--- config.mk ---
export PLATFORM = sky130hd
export DESIGN_NAME = cpu_trace_buffer
export DESIGN_NICKNAME = d
export VERILOG_FILES = /design/src/rtl/cpu_trace_buffer.sv
export SDC_FILE = /design/constraint.sdc
export NUM_CORES = 1
export LEC_CHECK = 0
export ABC_AREA = 0
export CORE_UTILIZATION = 45
export CTS_BUF_LIST = sky130_fd_sc_hd__clkbuf_16
export CTS_CLUSTER_SIZE = 24
export DETAILED_ROUTE_END_ITERATION = 8
export PLACE_DENSITY_LB_ADDON = 0.3
export SLEW_MARGIN = 0
export SYNTH_ARGS = -nofsm -noshare
export SYNTH_HDL_FRONTEND = slang
export SYNTH_SLANG_ARGS = --single-unit
--- constraint.sdc ---
create_clock -name clk -period 12.67 [get_ports clk]
set_clock_uncertainty 0.15 [all_clocks]
set_input_delay 1.9005 -clock clk [delete_from_list [all_inputs] [get_ports clk]]
set_output_delay 1.9005 -clock clk [all_outputs]
set_load 0.01 [all_outputs]
--- src/rtl/cpu_trace_buffer.sv ---
// On-chip trace capture for the single-cycle computer: circular history of pc/im/regA/regB/ALU
// that freezes a programmable number of samples after a selectable trigger.
//
// state   | meaning
// IDLE    | no capture, waiting for arm
// ARMED   | writing every cycle, watching for the trigger
// CAPTURE | trigger seen, writing the post-trigger samples
// DONE    | frozen, history held for readback
module cpu_trace_buffer #(
  parameter int DATA_W      = 8,
  parameter int PC_W        = 4,
  parameter int IM_W        = 9,
  parameter int DEPTH       = 16,
  parameter int HALT_CYCLES = 4,
  localparam int AW         = $clog2(DEPTH),
  localparam int ENTRY_W    = PC_W + IM_W + 3 * DATA_W
) (
  input  logic               clk,
  input  logic               rst,
  input  logic               arm,
  input  logic [1:0]         trig_mode,
  input  logic [DATA_W-1:0]  trig_value,
  input  logic [AW-1:0]      post_count,
  input  logic [PC_W-1:0]    pc_in,
  input  logic [IM_W-1:0]    im_in,
  input  logic [DATA_W-1:0]  a_in,
  input  logic [DATA_W-1:0]  b_in,
  input  logic [DATA_W-1:0]  alu_in,
  input  logic [AW-1:0]      rd_addr,
  output logic [ENTRY_W-1:0] rd_data,
  output logic [1:0]         state,
  output logic               done,
  output logic [AW:0]        valid_count,
  output logic [AW-1:0]      trig_offset,
  output logic [15:0]        cycle_count,
  output logic               halt_seen
);

  localparam int SW = $clog2(HALT_CYCLES + 1);
  localparam logic [SW-1:0] STALL_MAX = SW'(HALT_CYCLES - 1);
  localparam logic [SW-1:0] STALL_PRE = SW'(HALT_CYCLES - 2);
  localparam logic [AW:0]   VC_FULL   = (AW + 1)'(DEPTH);

  typedef enum logic [1:0] {
    S_IDLE    = 2'd0,
    S_ARMED   = 2'd1,
    S_CAPTURE = 2'd2,
    S_DONE    = 2'd3
  } state_t;

  state_t              st;
  logic [ENTRY_W-1:0]  mem [DEPTH];
  logic [AW-1:0]       wr_ptr;
  logic [AW-1:0]       post_q;
  logic [AW-1:0]       remaining;
  logic [1:0]          mode_q;
  logic [DATA_W-1:0]   value_q;
  logic [PC_W-1:0]     prev_pc;
  logic [SW-1:0]       stall_cnt;

  logic                running;
  logic                pc_eq;
  logic                halt_now;
  logic                trig_hit;
  logic [AW:0]         vc_next;
  logic [AW:0]         off_next;
  logic [AW-1:0]       rd_phys;
  logic [ENTRY_W-1:0]  sample;

  assign state = st;

  always_comb begin
    running  = (st == S_ARMED) || (st == S_CAPTURE);
    pc_eq    = (pc_in == prev_pc);
    // halt fires on the compare that brings the equal-run to HALT_CYCLES-1
    halt_now = running && pc_eq && (stall_cnt == STALL_PRE);
    case (mode_q)
      2'd0:    trig_hit = 1'b1;
      2'd1:    trig_hit = (alu_in == value_q);
      2'd2:    trig_hit = (pc_in == value_q[PC_W-1:0]);
      default: trig_hit = halt_now;
    endcase
    vc_next  = (valid_count == VC_FULL) ? valid_count : valid_count + 1'b1;
    off_next = vc_next - {1'b0, post_q} - 1'b1;
    rd_phys  = ((valid_count == VC_FULL) ? wr_ptr : '0) + rd_addr;
    sample   = {pc_in, im_in, a_in, b_in, alu_in};
  end

  always_ff @(posedge clk) begin
    if (running) mem[wr_ptr] <= sample;
  end

  always_ff @(posedge clk or posedge rst) begin
    if (rst) begin
      st          <= S_IDLE;
      wr_ptr      <= '0;
      valid_count <= '0;
      trig_offset <= '0;
      cycle_count <= '0;
      halt_seen   <= 1'b0;
      done        <= 1'b0;
      stall_cnt   <= '0;
      prev_pc     <= '0;
      mode_q      <= '0;
      value_q     <= '0;
      post_q      <= '0;
      remaining   <= '0;
      rd_data     <= '0;
    end else begin
      prev_pc <= pc_in;
      rd_data <= mem[rd_phys];
      case (st)
        S_IDLE, S_DONE: begin
          if (arm) begin
            mode_q      <= trig_mode;
            value_q     <= trig_value;
            post_q      <= post_count;
            wr_ptr      <= '0;
            valid_count <= '0;
            cycle_count <= '0;
            halt_seen   <= 1'b0;
            stall_cnt   <= '0;
            done        <= 1'b0;
            st          <= S_ARMED;
          end
        end
        S_ARMED, S_CAPTURE: begin
          wr_ptr      <= wr_ptr + 1'b1;
          valid_count <= vc_next;
          if (cycle_count != 16'hFFFF) cycle_count <= cycle_count + 16'd1;
          if (!pc_eq)                      stall_cnt <= '0;
          else if (stall_cnt != STALL_MAX) stall_cnt <= stall_cnt + 1'b1;
          if (halt_now) halt_seen <= 1'b1;
          if (st == S_ARMED) begin
            if (trig_hit) begin
              remaining <= post_q;
              if (post_q == '0) begin
                st          <= S_DONE;
                done        <= 1'b1;
                trig_offset <= off_next[AW-1:0];
              end else begin
                st <= S_CAPTURE;
              end
            end
          end else begin
            remaining <= remaining - 1'b1;
            if (remaining == AW'(1)) begin
              st          <= S_DONE;
              done        <= 1'b1;
              trig_offset <= off_next[AW-1:0];
            end
          end
        end
        default: st <= S_IDLE;
      endcase
    end
  end

endmodule
==> results.ini <==
[run_status]
outcome=finished clean

[worst_setup_path]
cp-start-kind=primary input
cp-startpoint=rd_addr[0]
max_stage_delay_ns=0.72
cp_cell_sequence=clkdlybuf4s50_1 > ha_4 > buf_4 > buf_4 > mux4_2 > and2_1 > a211oi_1 > a31oi_1
path_delay_family=buffers and inverters
worstReg2RegStart=valid_count[0]
cp.required_ns=12.92
cpMaxStageDelayCell=ha_4
critical_path_buf_inv_count=3
r2r_slack_ns=7.47
crit_fanout=37
arrival_ns=5.63
cp_common_cell=buf_4
r2r-end=rd_data[28]
reg2reg_depth=12
critPathKind=in2reg
crit_end=rd_data[28]
cp.depth=8
cp-end-kind=flip-flop

[sta]
drv_slew=0
maxClockFrequency_ghz=0.186
maxSlewHeadroom_pct=26.8
fin_setup_tns_ns=0
setup_viol=0
rsz0062_at_grt=no
worst_slew_pin_slew_ns=1.10
hold_viol_final=0
period_share_pct=42.5
period_minus_slack_ns=5.38

[global_routing]
grt_max_degree=149
antenna_found_initial=0
grt_usage_pct=19.6
grt_pass1_wl_mm=86.8
first_global_vias=14000
overflow=0

[synthesis]
synthArstFlopShare_pct=13.8
synth-adder-area-share_pct=1.04
synth_top_family_by_area=multiplexers
yosys.area_share.xor_xnor_pct=1.25
syn_area_per_cell_um2=19.3
yosysWarnings=0
ys_types=46
synth_compound_area_share_pct=3.21
synthMuxAreaShare_pct=12.8
synth_edf_count=592
ys_seq_area_share_pct=75.7
yosys.area_share.simple_pct=4.63
syn-num-nets=1460
ys_seq_elements=687
synth_area_mm2=0.0266
synthFlopType=edfxtp_1
synth_cells=1381

[die]
die_height_um=245
core-area_mm2=0.0580
start_util_pct=45.9
ios=124
die_area_mm2=0.0601
die_x_um=245
rows=88

[layout]
syn2layout_area_growth_pct=17.3
drive_gt1_share_pct=19.4
fin_area_mm2=0.0312
nets=1616
final_common_cell=edfxtp_1
final.fill_count=4424
diodes=0
most-common-layout-cells=592 x edfxtp_1, 148 x mux4_2, 134 x nand2_1, 123 x clkdlybuf4s50_1, 95 x dfrtp_1

[cts]
cts.repair.resized=0
clkSinkCount=687
htree_levels=3
clock_latency_ns=0.61
cts_buffer_depth=3
clkTransAtPathRegs_ns=0.06
cts_tree=done
cts_hold_buffers=0
post-cts-setup-buffers=0
numCtsBuffers=72
cts-root-buf=clkbuf_16

[routing]
ant_nets=0
drcViolationCount=0
wl_mm=56.9
first_iter_violations=1167
drt_pre_antenna_iters=5
viasPerCell=5.65
wire_per_inst_um=24.1
vias=13300

[placement]
port_buffers=123
hpwl_mm=28.9
place_congestion=0.776
dpl-instance-area_mm2=0.0289

[power]
leakage_nw=10.5
power_mw=5.87
power_density_mw_per_mm2=188
peakVddDrop_mv=0.110

[worst_hold_path]
min_from=done
worstHoldPathType=reg2reg

[flow_run]
maxCapViolCount=0

kinds of logic (layout without fill, tap and decap cells):
| family | count (synthesis) | count (layout) |
|---|---|---|
| xor+xnor | 38 | 38 |
| simple gates | 264 | 264 |
| mux | 154 | 154 |
| compound gates | 126 | 126 |
| fa+ha+maj | 21 | 21 |
| flops | 687 | 687 |
| buf+inv | 91 | 305 |
stage by stage:
stage               hold slack, ns  setup WS [ns]  cells  util [%]
finish                       0.335           7.29   2360      53.8
global route                 0.371           6.94   2360      53.8
CTS                          0.342           7.15   2360      53.8
detailed placement           0.330           6.53   2228      49.8
global placement             0.313           6.59   2228      49.8
floorplan                    0.316           8.14   1381         -
worst reg2reg max path, stage by stage, from the launching register on:
cell and delay (ns):
dfrtp_1 0.47, inv_1 0.10, ha_1 0.14, nor4bb_1 0.53
buf_4 0.25, and2_1 0.21, ha_4 0.59, buf_4 0.72
buf_4 0.74, mux4_2 0.61, and2_1 0.17, a211oi_1 0.23
a31oi_1 0.09
worst min-delay path by stage:
stage / endpoint / slack [ns] / cells past startpoint
floorplan: value_q[4] / 0.32 / 2
global placement: done / 0.31 / 1
detailed placement: done / 0.33 / 1
CTS: done / 0.34 / 1
global route: trig_offset[0] / 0.37 / 1
finish: done / 0.33 / 1
state kept, by name (all words and copies together), names as in the netlist, 2 cells and up:
register     flops
value_q          8
prev_pc          4
post_q           4
trig_offset      4
remaining        4
mem            592
wr_ptr           4
rd_data         37
stall_cnt        3
mode_q           2
state            2
valid_count      5
cycle_count     16
power breakdown:
part	internal [mW]	switching, mW
Sequential	2.78	0.118
Combinational	0.372	0.553
Clock	1.19	0.863
Yosys cell counts, types with 2 or more instances:
cell      number  area [µm²]
edfxtp_1     592       17800
mux4_2       148        3330
nand2_1      134         503
dfrtp_1       95        2380
and2_1        42         263
a31oi_1       41         257
clkbuf_1      40         150
a211oi_1      37         278
nor2_1        37         139
xor2_1        26         228
buf_2         21         105
ha_1          19         238
inv_1         19        71.3
o21ai_0       17        85.1
xnor2_1       12         105
buf_1         11        41.3
nand3_1        9        45.0
nand4_1        9        56.3
a21oi_1        8        40.0
nand2b_1       7        43.8
nor3_1         6        30.0
or3_1          5        31.3
and3_1         4        25.0
o22ai_1        4        25.0
o31ai_1        4        30.0
a21o_1         3        22.5
mux2_2         3        33.8
mux2i_1        3        30.0
nor2b_1        3        18.8
and4_1         2        17.5
fa_1           2        40.0
nor4_1         2        12.5
o21a_1         2        15.0
o32ai_1        2        17.5
area by class of cell:
type                       count  area [µm²]  area share, %
inverter                      19        73.8          0.236
multi-input combinational    603        6260           20.0
clock inverter                60         504           1.61
sequential                   687       20200           64.5
clock buffer                  72        1800           5.77
timing repair buffer         154        1480           4.73
tap                          765         957           3.07
layer usage:
layer	GRT usage (%)	up-vias	wire, µm
met5	0	-	0
met4	5.42	0	1270
met3	3.01	86	2680
met2	33.8	337	29600
met1	25.7	7091	23400
li1	-	5813	-
Power figures use the tool's default switching activity.
